--- config.mk ---
export PLATFORM = sky130hd
export DESIGN_NAME = nasti_stream_arbiter
export DESIGN_NICKNAME = d
export VERILOG_FILES = /design/src/rtl/nasti_stream_arbiter.sv
export SDC_FILE = /design/constraint.sdc
export NUM_CORES = 1
export LEC_CHECK = 0
export BUFFER_PORTS_ARGS = -buffer_cell sky130_fd_sc_hd__buf_4
export CORE_AREA = 2 2 204 206
export CTS_BUF_LIST = sky130_fd_sc_hd__clkbuf_8
export DETAILED_ROUTE_END_ITERATION = 10
export DIE_AREA = 0 0 206 208
export GPL_TIMING_DRIVEN = 0
export SYNTH_ARGS = -nofsm -noshare
export SYNTH_HDL_FRONTEND = slang
export SYNTH_SLANG_ARGS = --single-unit
--- constraint.sdc ---
create_clock -name clk -period 5 [get_ports clk]
set_input_delay 1 -clock clk [delete_from_list [all_inputs] [get_ports clk]]
set_output_delay 1 -clock clk [all_outputs]
set_load 0.02 [all_outputs]
--- src/rtl/nasti_stream_arbiter.sv ---
`default_nettype none
// ============================================================================
// Module   : nasti_stream_arbiter
// Brief    : Packet-level round-robin arbiter folding N lane-indexed stream
//            ports onto one registered stream output.
// Revision : 1.0
// ============================================================================
module nasti_stream_arbiter #(
    parameter  int N_PORT     = 4,
    parameter  int DATA_WIDTH = 64,
    parameter  int ID_WIDTH   = 8,
    parameter  int DEST_WIDTH = 4,
    parameter  int USER_WIDTH = 8,
    localparam int IDX_W      = (N_PORT > 1) ? $clog2(N_PORT) : 1,
    localparam int STRB_W     = DATA_WIDTH / 8
) (
    input  logic                           clk,
    input  logic                           rst,
    input  logic [N_PORT-1:0]              port_en_i,
    input  logic [N_PORT-1:0]              s_valid_i,
    output logic [N_PORT-1:0]              s_ready_o,
    input  logic [N_PORT*DATA_WIDTH-1:0]   s_data_i,
    input  logic [N_PORT*STRB_W-1:0]       s_strb_i,
    input  logic [N_PORT*STRB_W-1:0]       s_keep_i,
    input  logic [N_PORT-1:0]              s_last_i,
    input  logic [N_PORT*ID_WIDTH-1:0]     s_id_i,
    input  logic [N_PORT*DEST_WIDTH-1:0]   s_dest_i,
    input  logic [N_PORT*USER_WIDTH-1:0]   s_user_i,
    output logic                           m_valid_o,
    input  logic                           m_ready_i,
    output logic [DATA_WIDTH-1:0]          m_data_o,
    output logic [STRB_W-1:0]              m_strb_o,
    output logic [STRB_W-1:0]              m_keep_o,
    output logic                           m_last_o,
    output logic [ID_WIDTH-1:0]            m_id_o,
    output logic [DEST_WIDTH-1:0]          m_dest_o,
    output logic [USER_WIDTH-1:0]          m_user_o,
    output logic [IDX_W-1:0]               grant_idx_o,
    output logic                           locked_o
);

    typedef enum logic [0:0] {
        ST_IDLE   = 1'b0,
        ST_LOCKED = 1'b1
    } state_t;

    localparam int               LANES_P2  = 1 << IDX_W;
    localparam logic [IDX_W-1:0] LAST_LANE = IDX_W'(N_PORT - 1);

    state_t                  state_q, state_d;
    // The round-robin pointer and the reported grant always move together.
    logic [IDX_W-1:0]        grant_q, grant_d;

    logic                    m_valid_q, m_valid_d;
    logic [DATA_WIDTH-1:0]   m_data_q;
    logic [STRB_W-1:0]       m_strb_q;
    logic [STRB_W-1:0]       m_keep_q;
    logic                    m_last_q;
    logic [ID_WIDTH-1:0]     m_id_q;
    logic [DEST_WIDTH-1:0]   m_dest_q;
    logic [USER_WIDTH-1:0]   m_user_q;

    logic [LANES_P2-1:0]     w_cand;
    logic [IDX_W:0]          w_probe;
    logic                    w_search_hit;
    logic [IDX_W-1:0]        w_search_idx;
    logic                    w_gnt_vld;
    logic [IDX_W-1:0]        w_gnt;
    logic                    w_room;
    logic                    w_accept;

    logic                    w_sel_valid;
    logic [DATA_WIDTH-1:0]   w_sel_data;
    logic [STRB_W-1:0]       w_sel_strb;
    logic [STRB_W-1:0]       w_sel_keep;
    logic                    w_sel_last;
    logic [ID_WIDTH-1:0]     w_sel_id;
    logic [DEST_WIDTH-1:0]   w_sel_dest;
    logic [USER_WIDTH-1:0]   w_sel_user;

    // Search from the lane after the last winner, wrapping modulo N_PORT.
    always_comb begin
        w_cand               = '0;
        w_cand[N_PORT-1:0]   = s_valid_i & port_en_i;
        w_search_hit         = 1'b0;
        w_search_idx         = '0;
        w_probe              = '0;
        for (int k = 1; k <= N_PORT; k++) begin
            w_probe = {1'b0, grant_q} + (IDX_W+1)'(k);
            if (w_probe >= (IDX_W+1)'(N_PORT)) begin
                w_probe = w_probe - (IDX_W+1)'(N_PORT);
            end
            if (!w_search_hit && w_cand[w_probe[IDX_W-1:0]]) begin
                w_search_hit = 1'b1;
                w_search_idx = w_probe[IDX_W-1:0];
            end
        end
    end

    always_comb begin
        if (state_q == ST_LOCKED) begin
            w_gnt     = grant_q;
            w_gnt_vld = 1'b1;
        end else begin
            w_gnt     = w_search_idx;
            w_gnt_vld = w_search_hit;
        end
    end

    always_comb begin
        w_sel_valid = 1'b0;
        w_sel_data  = '0;
        w_sel_strb  = '0;
        w_sel_keep  = '0;
        w_sel_last  = 1'b0;
        w_sel_id    = '0;
        w_sel_dest  = '0;
        w_sel_user  = '0;
        for (int i = 0; i < N_PORT; i++) begin
            if (w_gnt == IDX_W'(i)) begin
                w_sel_valid = s_valid_i[i];
                w_sel_data  = s_data_i[i*DATA_WIDTH +: DATA_WIDTH];
                w_sel_strb  = s_strb_i[i*STRB_W +: STRB_W];
                w_sel_keep  = s_keep_i[i*STRB_W +: STRB_W];
                w_sel_last  = s_last_i[i];
                w_sel_id    = s_id_i[i*ID_WIDTH +: ID_WIDTH];
                w_sel_dest  = s_dest_i[i*DEST_WIDTH +: DEST_WIDTH];
                w_sel_user  = s_user_i[i*USER_WIDTH +: USER_WIDTH];
            end
        end
    end

    // No skid buffer: the granted lane sees output backpressure directly.
    assign w_room   = !m_valid_q || m_ready_i;
    assign w_accept = !rst && w_gnt_vld && w_room && w_sel_valid;

    always_comb begin
        s_ready_o = '0;
        for (int i = 0; i < N_PORT; i++) begin
            s_ready_o[i] = !rst && w_gnt_vld && w_room && (w_gnt == IDX_W'(i));
        end
    end

    always_comb begin
        state_d   = state_q;
        grant_d   = grant_q;
        m_valid_d = m_valid_q;
        if (w_accept) begin
            m_valid_d = 1'b1;
            if (state_q == ST_IDLE) begin
                grant_d = w_gnt;
                if (!w_sel_last) begin
                    state_d = ST_LOCKED;
                end
            end else if (w_sel_last) begin
                state_d = ST_IDLE;
            end
        end else if (m_ready_i) begin
            m_valid_d = 1'b0;
        end
    end

    always_ff @(posedge clk) begin
        if (rst) begin
            state_q   <= ST_IDLE;
            grant_q   <= LAST_LANE;
            m_valid_q <= 1'b0;
            m_data_q  <= '0;
            m_strb_q  <= '0;
            m_keep_q  <= '0;
            m_last_q  <= 1'b0;
            m_id_q    <= '0;
            m_dest_q  <= '0;
            m_user_q  <= '0;
        end else begin
            state_q   <= state_d;
            grant_q   <= grant_d;
            m_valid_q <= m_valid_d;
            if (w_accept) begin
                m_data_q <= w_sel_data;
                m_strb_q <= w_sel_strb;
                m_keep_q <= w_sel_keep;
                m_last_q <= w_sel_last;
                m_id_q   <= w_sel_id;
                m_dest_q <= w_sel_dest;
                m_user_q <= w_sel_user;
            end
        end
    end

    assign m_valid_o   = m_valid_q;
    assign m_data_o    = m_data_q;
    assign m_strb_o    = m_strb_q;
    assign m_keep_o    = m_keep_q;
    assign m_last_o    = m_last_q;
    assign m_id_o      = m_id_q;
    assign m_dest_o    = m_dest_q;
    assign m_user_o    = m_user_q;
    assign grant_idx_o = grant_q;
    assign locked_o    = (state_q == ST_LOCKED);

endmodule
`default_nettype wire

==> results.toml, run 1 <==
[clock_tree]
clk_latency_ns = 0.41
cts-resized-gates = 0
cts-buffers-inserted = 9
root_buffer = "clkbuf_8"
cts_tree = "yes"
post_cts.repair.setup_buffers = 0
ctsHoldBuffers = 0
cts_num_sinks = 105
cts.path.max_buffers = 2
htree_levels = 3
cts.clk_slew.worst_paths_ns = 0.11

[setup_path]
end_kind = "primary output"
worstPathArrival_ns = 3.11
cp_max_fo = 10
required_ns = 4.00
startpoint_type = "input port"
path_class = "input port to primary output"

[min_path]
hold_class = "flip-flop to flip-flop"

[timing]
hold_viol_final = 0
rsz0062_at_grt = "false"
worst_pin_slew_ns = 0.906
period_share = 0.822
fin_tns_setup_ns = 0
slew_viol_final = 0
slew_headroom = 0.396
max_freq_ghz = 0.243
finClkSkew_ns = 0.0117
setup_viol = 0
post-route-min-period_ns = 4.11
fin_ws_ns = 0.889

[global_route]
grt_max_degree = 17
grt_overflow_total = 0
grt_first_pass_wirelength_mm = 46.7
grt_usage = 0.148
antenna_found_initial = 1
grt_pass1_vias = 7825

[placement]
portBuffers = 523
dpl_cell_area_mm2 = 0.0124
pre_cts_ws_ns = 0.869
hpwl_mm = 26.8
routabilityCongestion = 0.845
dp_cells = 1788

[cells_and_area]
stdcell_area_mm2 = 0.0126
multi_input_area_mm2 = 0.00522
num_antenna_cells = 0
fillers = 4253
area_growth_pct = 61.8
register_area_mm2 = 0.00210
nets = 1682
drive_gt1_frac = 0.512
fin_cells = 1803
finish.utilization = 0.310

[synthesis]
ys_ff_latch = 105
synth-seq-area-share = 0.270
synth_top_area_cell = "mux2i_1"
synth_area_leaders = "mux2i_1 39%, dfxtp_1 27%, mux2_2 9.3%, nand2b_1 8.1%, mux2_1 5.5%"
yosysWarnings = 0
synth.top_cells.by_count = "304 x mux2i_1, 105 x dfxtp_1, 101 x nand2b_1"
synthArstFlopShare = 0
synth_edf_count = 0
synth_cell_type_count = 41
synth_cells = 733
syn-cell-area_mm2 = 0.00778
synth_top_area_frac = 0.391
avgSynthCellArea_um2 = 10.6
synth_ff_type = "dfxtp_1"
synthesis.nets = 1148
synth.most_common_cell = "mux2i_1"

[routing]
first_pass_iters = 4
dr_total_vias = 7447
vias_per_cell = 4.13
drcViolationCount = 0
drt_iter0_drc = 160
drt-total-wl_mm = 33.2
post_drt_wl_per_cell_um = 18.4
ant_nets = 0

[run]
drv_cap = 0

[die]
die_area_mm2 = 0.0428
die_y_um = 208
fp.dieW_um = 206
fp.coreArea_mm2 = 0.0406
start_util = 0.192
std_cell_rows = 74
ios = 524

[pwr]
power_density_mw_per_mm2 = 579
leakagePower_nw = 6.73
vdd_drop_max_mv = 0.285

[status]
status = "finished, final reports clean"
state kept, by name, summed over array words and instances, names as in the netlist:
name and flops:
m_data_o 64, m_id_o 8, m_keep_o 8, m_strb_o 8, m_user_o 8, m_dest_o 4, grant_idx_o 2, locked_o 1
m_last_o 1, m_valid_o 1
placed cells by master (no fill, tap or decap), types with 6 or more instances in the layout:
master    instances
nand2b_1        101
buf_8             9
mux2_2           64
buf_2            12
clkbuf_8         10
mux2i_1         304
buf_4           539
nand2_1          12
dfxtp_1         105
nor2_1            7
clkbuf_1         14
buf_6             6
mux2_1           38
worst max-delay path, stage by stage:
cell	delay [ns]
buf_4	0.12
and2_4	0.17
and3_1	0.18
o41ai_2	0.35
a21oi_1	0.11
a31o_1	0.19
buf_2	0.22
buf_6	0.21
buf_6	0.17
nor3b_1	0.20
buf_4	0.17
stage by stage:
stage	power [mW]	hold slack (ns)
after floorplan	5.00	0.549
after global placement	6.76	0.461
after detailed placement	6.80	0.466
after CTS	7.47	0.485
after global routing	7.81	0.496
final	7.29	0.483
cell families (layout without fill, tap and decap cells):
kind of cell	count (synthesis)	after routing	share of synthesized area
DFF	105	105	0.270
and+or+nand+nor	137	137	0.106
AOI/OAI and AO/OA	23	23	0.0240
buffers and inverters	61	599	0.0584
muxes	407	407	0.542
routing by layer:
| layer | global-route usage | share of wire | vias to the layer above |
|---|---|---|---|
| li1 | - | - | 3698 |
| met1 | 0.160 | 0.38 | 3375 |
| met2 | 0.282 | 0.52 | 351 |
| met3 | 0.0323 | 0.075 | 23 |
| met4 | 0.0473 | 0.020 | 0 |
| met5 | 0 | 0 | - |
final timing paths:
check,start,endpoint,slack (ns),depth (start not counted)
worst min register to register,m_dest_o[2],m_dest_o[2],0.48,2
worst max-delay path,s_valid_i[1],s_ready_o[3],0.89,11
worst max register to register,grant_idx_o[0],m_strb_o[7],2.10,10
worst min-delay path,m_dest_o[2],m_dest_o[2],0.48,2
cell type report:
type | instances | share of cell area
sequential | 105 | 0.167
buffer | 59 | 0.0355
multi-input combinational | 567 | 0.415
clock buffer | 10 | 0.0109
inverter | 2 | 0.000596
clock inverter | 5 | 0.00636
tap | 532 | 0.0529
timing repair buffer | 523 | 0.312
report_power, final:
group          total, mW  internal, mW  switching [mW]
combinational       5.25          2.60            2.66
sequential          1.41          1.21           0.202
clock              0.622         0.293           0.328
Power figures use the tool's default switching activity.
==> inputs of run 2 (changes only) <==
--- a/config.mk
+++ b/config.mk
@@ -6,10 +6,10 @@
 export NUM_CORES = 1
 export LEC_CHECK = 0
 export BUFFER_PORTS_ARGS = -buffer_cell sky130_fd_sc_hd__buf_4
-export CORE_AREA = 2 2 204 206
+export CORE_AREA = 2 2 205 207
 export CTS_BUF_LIST = sky130_fd_sc_hd__clkbuf_8
 export DETAILED_ROUTE_END_ITERATION = 10
-export DIE_AREA = 0 0 206 208
+export DIE_AREA = 0 0 207 209
 export GPL_TIMING_DRIVEN = 0
 export SYNTH_ARGS = -nofsm -noshare
 export SYNTH_HDL_FRONTEND = slang
==> constraint.sdc (replaced) <==
create_clock -name clk -period 4.1 [get_ports clk]
set_input_delay 0.82 -clock clk [delete_from_list [all_inputs] [get_ports clk]]
set_output_delay 0.82 -clock clk [all_outputs]
set_load 0.02 [all_outputs]
==> run 2 against run 1 <==
Clock-buffer cell count did not move. Register-to-register slack worse by 0.85 ns. Non-clock buffer count did not move. Combinational power grew 22%. First-iteration DRC count up 16%. Cell area about the same. Via count up 1.2%. Critical path depth did not move. Clock skew grew 0.0044 ns. Final cell count increased by 0.55%. Utilization decreased by 0.57 points. Largest power group unchanged.
==> results.toml, run 2 (same netlist as run 1, synthesis figures left out) <==
[routing]
drcViolationCount = 0
vias_per_cell = 4.16
wl_met1_mm = 13.3
post_drt_wl_per_cell_um = 18.1
dr_total_vias = 7536
drt-total-wl_mm = 32.8
wl_met2_mm = 16.6
wl_met3_mm = 2.31
first_pass_iters = 4
top_layer_used = "met4"
ant_nets = 0
drt_iter0_drc = 186

[setup_path]
required_ns = 3.28
cp_max_fo = 10
r2r_start = "grant_idx_o[0]"
worstPathArrival_ns = 2.94
crit_start = "s_valid_i[1]"
reg2reg_to = "m_id_o[5]"
startpoint_type = "input port"
cp-endpoint = "s_ready_o[3]"
r2r_setup_slack_ns = 1.25
end_kind = "primary output"
path_class = "input port to primary output"
reg2reg_depth = 11

[cells_and_area]
finish.utilization = 0.305
nets = 1682
final_common_cell = "buf_4"
mostFrequentLayoutCells = "539 x buf_4, 304 x mux2i_1, 105 x dfxtp_1, 101 x nand2b_1, 64 x mux2_2"
drive_gt1_frac = 0.512
area_growth_pct = 61.8
fillers = 4300
largest_reg_flops = 64

[global_route]
grt_first_pass_wirelength_mm = 48.8
grt_usage = 0.149
grt_pass1_vias = 8041
grt_max_degree = 17
antenna_found_initial = 3
grt_overflow_total = 0

[clock_tree]
cts-resized-gates = 0
cts.path.max_buffers = 2
root_buffer = "clkbuf_8"
cts.clk_slew.worst_paths_ns = 0.09
post_cts.repair.setup_buffers = 0
ctsHoldBuffers = 0
htree_levels = 3
cts_tree = "yes"
cts-buffers-inserted = 9
cts_num_sinks = 105
clk_latency_ns = 0.42

[timing]
hold_slack_ns = 0.482
fin_tns_setup_ns = 0
period_share = 0.917
slew_viol_final = 0
worst_pin_slew_ns = 0.901
slew_headroom = 0.399
setup_viol = 0
finClkSkew_ns = 0.0161
max_freq_ghz = 0.266
hold_viol_final = 0
rsz0062_at_grt = "false"
post-route-min-period_ns = 3.76

[status]
status = "finished, final reports clean"

[run]
drv_cap = 0

[pwr]
vdd_drop_max_mv = 0.258
leakagePower_nw = 6.71
power_density_mw_per_mm2 = 702

[die]
die_area_mm2 = 0.0433
die_y_um = 209
std_cell_rows = 75
start_util = 0.188
ios = 524
fp.coreArea_mm2 = 0.0413
fp.dieW_um = 207

[placement]
portBuffers = 523
routabilityCongestion = 0.894
hpwl_mm = 26.6

[min_path]
hold_class = "flip-flop to flip-flop"
==> run 2: cell types whose count changed in the layout (fill, tap and decap cells not counted), sizes merged <==
cell	change
clkinvlp	+2
diode	+2
bufinv	-1
==> run 2: power by group <==
part	leakage, nW	internal [mW]	switching (mW)
Sequential	0.875	1.48	0.241
Combinational	5.74	3.17	3.25
Clock	0.0971	0.295	0.403
Total	6.71	4.94	3.89
==> run 2: stage by stage <==
step | worst slack (ns) | area [um2] | power, mW | instances
after detailed placement | 0.332 | 12400 | 8.30 | 1795
after floorplan | 0.593 | 7780 | 6.10 | 733
final | 0.342 | 12600 | 8.83 | 1813
after global placement | 0.367 | 12400 | 8.23 | 1795
after CTS | 0.302 | 12600 | 9.06 | 1811
after global routing | 0.126 | 12600 | 9.49 | 1812
==> run 2: cell type report <==
cell class	instances	area (um2)	share of cell area
Antenna cell	2	5.00	0.000398
Buffer	59	447	0.0355
Clock buffer	10	138	0.0109
Clock inverter	6	60.1	0.00477
Inverter	2	7.51	0.000597
Multi-Input combinational cell	567	5220	0.415
Sequential cell	105	2100	0.167
Tap cell	539	674	0.0536
Timing Repair Buffer	523	3930	0.312
==> run 2: how the worst min path moves through the flow <==
stage	from	to	slack [ns]	depth (start not counted)
2_1_floorplan	m_dest_o[1]	m_dest_o[1]	0.55	2
3_3_place_gp	m_data_o[2]	m_data_o[2]	0.46	2
3_5_place_dp	m_keep_o[0]	m_keep_o[0]	0.47	2
4_1_cts	m_data_o[37]	m_data_o[37]	0.49	2
5_1_grt	m_user_o[0]	m_user_o[0]	0.50	2
6_report	m_data_o[57]	m_data_o[57]	0.48	2
==> run 2: worst max-delay path, cell delays in order <==
cell and delay [ns]:
buf_4 0.12, and2_4 0.17, and3_1 0.18, o41ai_2 0.36, a21oi_1 0.11, a31o_1 0.19, buf_2 0.21, buf_6 0.19
buf_6 0.16, nor3b_1 0.21, buf_4 0.18
==> run 2: routing by layer <==
metal	global-route usage	vias up
met5	0	-
met4	0.0470	0
met3	0.0457	24
met2	0.267	351
met1	0.167	3460
li1	-	3701
==> inputs of run 3 (changes only) <==
--- a/config.mk
+++ b/config.mk
@@ -10,7 +10,7 @@
 export CTS_BUF_LIST = sky130_fd_sc_hd__clkbuf_8
 export DETAILED_ROUTE_END_ITERATION = 10
 export DIE_AREA = 0 0 207 209
-export GPL_TIMING_DRIVEN = 0
+export HOLD_SLACK_MARGIN = 0.06
 export SYNTH_ARGS = -nofsm -noshare
 export SYNTH_HDL_FRONTEND = slang
 export SYNTH_SLANG_ARGS = --single-unit
==> run 3 against run 2 <==
Total power is 7.3% lower. Clock power is 5.0% higher. Flip-flop and latch count stayed put. Combinational power is 11% lower. Largest power group unchanged.
==> results.toml, run 3 (same netlist as run 1, synthesis figures left out) <==
[status]
status = "finished, final reports clean"

[global_route]
antenna_found_initial = 2
grt_first_pass_wirelength_mm = 40.7
grt_pass1_vias = 7486
grt_overflow_total = 0
grt_max_degree = 94
grt_usage = 0.119

[clock_tree]
root_buffer = "clkbuf_8"
cts.clk_slew.worst_paths_ns = 0.11
cts_num_sinks = 105
htree_levels = 3
cts-resized-gates = 0
ctsHoldBuffers = 0
cts_tree = "yes"
cts-buffers-inserted = 9
clk_latency_ns = 0.41
cts.path.max_buffers = 2
post_cts.repair.setup_buffers = 0

[cells_and_area]
area_growth_pct = 57.9
largest_reg_flops = 64
drive_gt1_frac = 0.506
mostFrequentLayoutCells = "527 x buf_4, 304 x mux2i_1, 105 x dfxtp_1, 101 x nand2b_1, 64 x mux2_2"
final_common_cell = "buf_4"
nets = 1631

[die]
die_y_um = 209
ios = 524
fp.dieW_um = 207
std_cell_rows = 75
start_util = 0.188
fp.coreArea_mm2 = 0.0413
die_area_mm2 = 0.0433

[min_path]
min-delay-start = "m_data_o[53]"
hold_depth = 2
hold_class = "flip-flop to flip-flop"

[setup_path]
crit_start = "grant_idx_o[0]"
cp_max_fo = 15
cp-endpoint = "s_ready_o[3]"
end_kind = "primary output"
path_class = "flip-flop to primary output"
required_ns = 3.28
reg2reg_depth = 8
reg2reg_to = "m_dest_o[3]"
startpoint_type = "flip-flop"
r2r_start = "grant_idx_o[0]"
r2r_setup_slack_ns = 1.01
worstPathArrival_ns = 2.66

[timing]
rsz0062_at_grt = "false"
slew_viol_final = 0
fin_ws_ns = 0.625
setup_viol = 0
fin_tns_setup_ns = 0
slew_headroom = 0.455
hold_viol_final = 0
post-route-min-period_ns = 3.48
finClkSkew_ns = 0.0173
period_share = 0.848
max_freq_ghz = 0.288
worst_pin_slew_ns = 0.817

[placement]
portBuffers = 523
routabilityCongestion = 0.886
hpwl_mm = 21.5
pre_cts_ws_ns = 0.728

[pwr]
leakagePower_nw = 6.55
switchingPower_mw = 3.47
p_seq_frac = 0.211
vdd_drop_max_mv = 0.503
power_density_mw_per_mm2 = 667
clockPowerShare = 0.090
pwr-share-comb = 0.700
swShare = 0.424
p_int_mw = 4.72

[routing]
drt_iter0_drc = 190
dr_total_vias = 7192
drcViolationCount = 0
first_pass_iters = 4
ant_nets = 0
drt-total-wl_mm = 26.7
post_drt_wl_per_cell_um = 15.2
vias_per_cell = 4.08

[run]
drv_cap = 0
## run 3: cell count changes in the layout (fill, tap and decap cells not counted), moves of 2 or more
cell | previous run | this run
buf_12 | 0 | 4
clkbuf_1 | 14 | 0
buf_8 | 9 | 0
buf_4 | 539 | 527
buf_2 | 12 | 0
buf_6 | 6 | 0
clkinvlp_4 | 3 | 1
## run 3: power by group through the flow
stage	Clock, mW	Sequential, mW	Combinational, mW
after detailed placement	0	1.75	5.81
after floorplan	0	2.21	3.89
final	0.733	1.73	5.73
after CTS	0.794	1.73	5.82
after global routing	0.815	1.78	6.16
after global placement	0	1.74	5.75
## run 3: critical path: stages (launching register included)
cell and delay (ns):
dfxtp_1 0.66, a21o_1 0.17, nor2_1 0.07, o41ai_2 0.49
a21oi_1 0.15, a31o_4 0.27, nor3b_1 0.23, buf_4 0.19
## run 3: how the worst min path moves through the flow
stage / end / slack (ns)
after floorplan: m_dest_o[1] / 0.55
after detailed placement: m_strb_o[3] / 0.47
after global placement: m_data_o[42] / 0.46
after CTS: m_data_o[53] / 0.48
after global routing: m_data_o[15] / 0.50
final: m_data_o[53] / 0.48
## run 3: area by class of cell
class | count | area, um2
fill | 4293 | 29000
multi-input combinational | 567 | 5250
timing repair buffer | 531 | 4040
sequential | 105 | 2100
tap | 539 | 674
clock buffer | 9 | 124
clock inverter | 6 | 85.1
inverter | 2 | 7.51
antenna | 2 | 5.00
## run 3: per-stage QoR
step | hold WS, ns | utilization | total power, mW | std cells | cell area [um2]
after global routing | 0.496 | 0.297 | 8.76 | 1760 | 12300
after CTS | 0.483 | 0.297 | 8.34 | 1759 | 12300
after detailed placement | 0.466 | 0.292 | 7.55 | 1744 | 12100
final | 0.479 | 0.297 | 8.19 | 1761 | 12300
after global placement | 0.461 | 0.292 | 7.49 | 1744 | 12100
after floorplan | 0.549 | - | 6.10 | 733 | 7780
## run 3: layer usage
metal / GRT usage / up-vias / part of all wire
met1: 0.134 / 3241 / 0.40
met3: 0.0422 / 23 / 0.082
met5: 0 / - / 0
li1: - / 3589 / -
met2: 0.209 / 339 / 0.50
met4: 0.0401 / 0 / 0.021
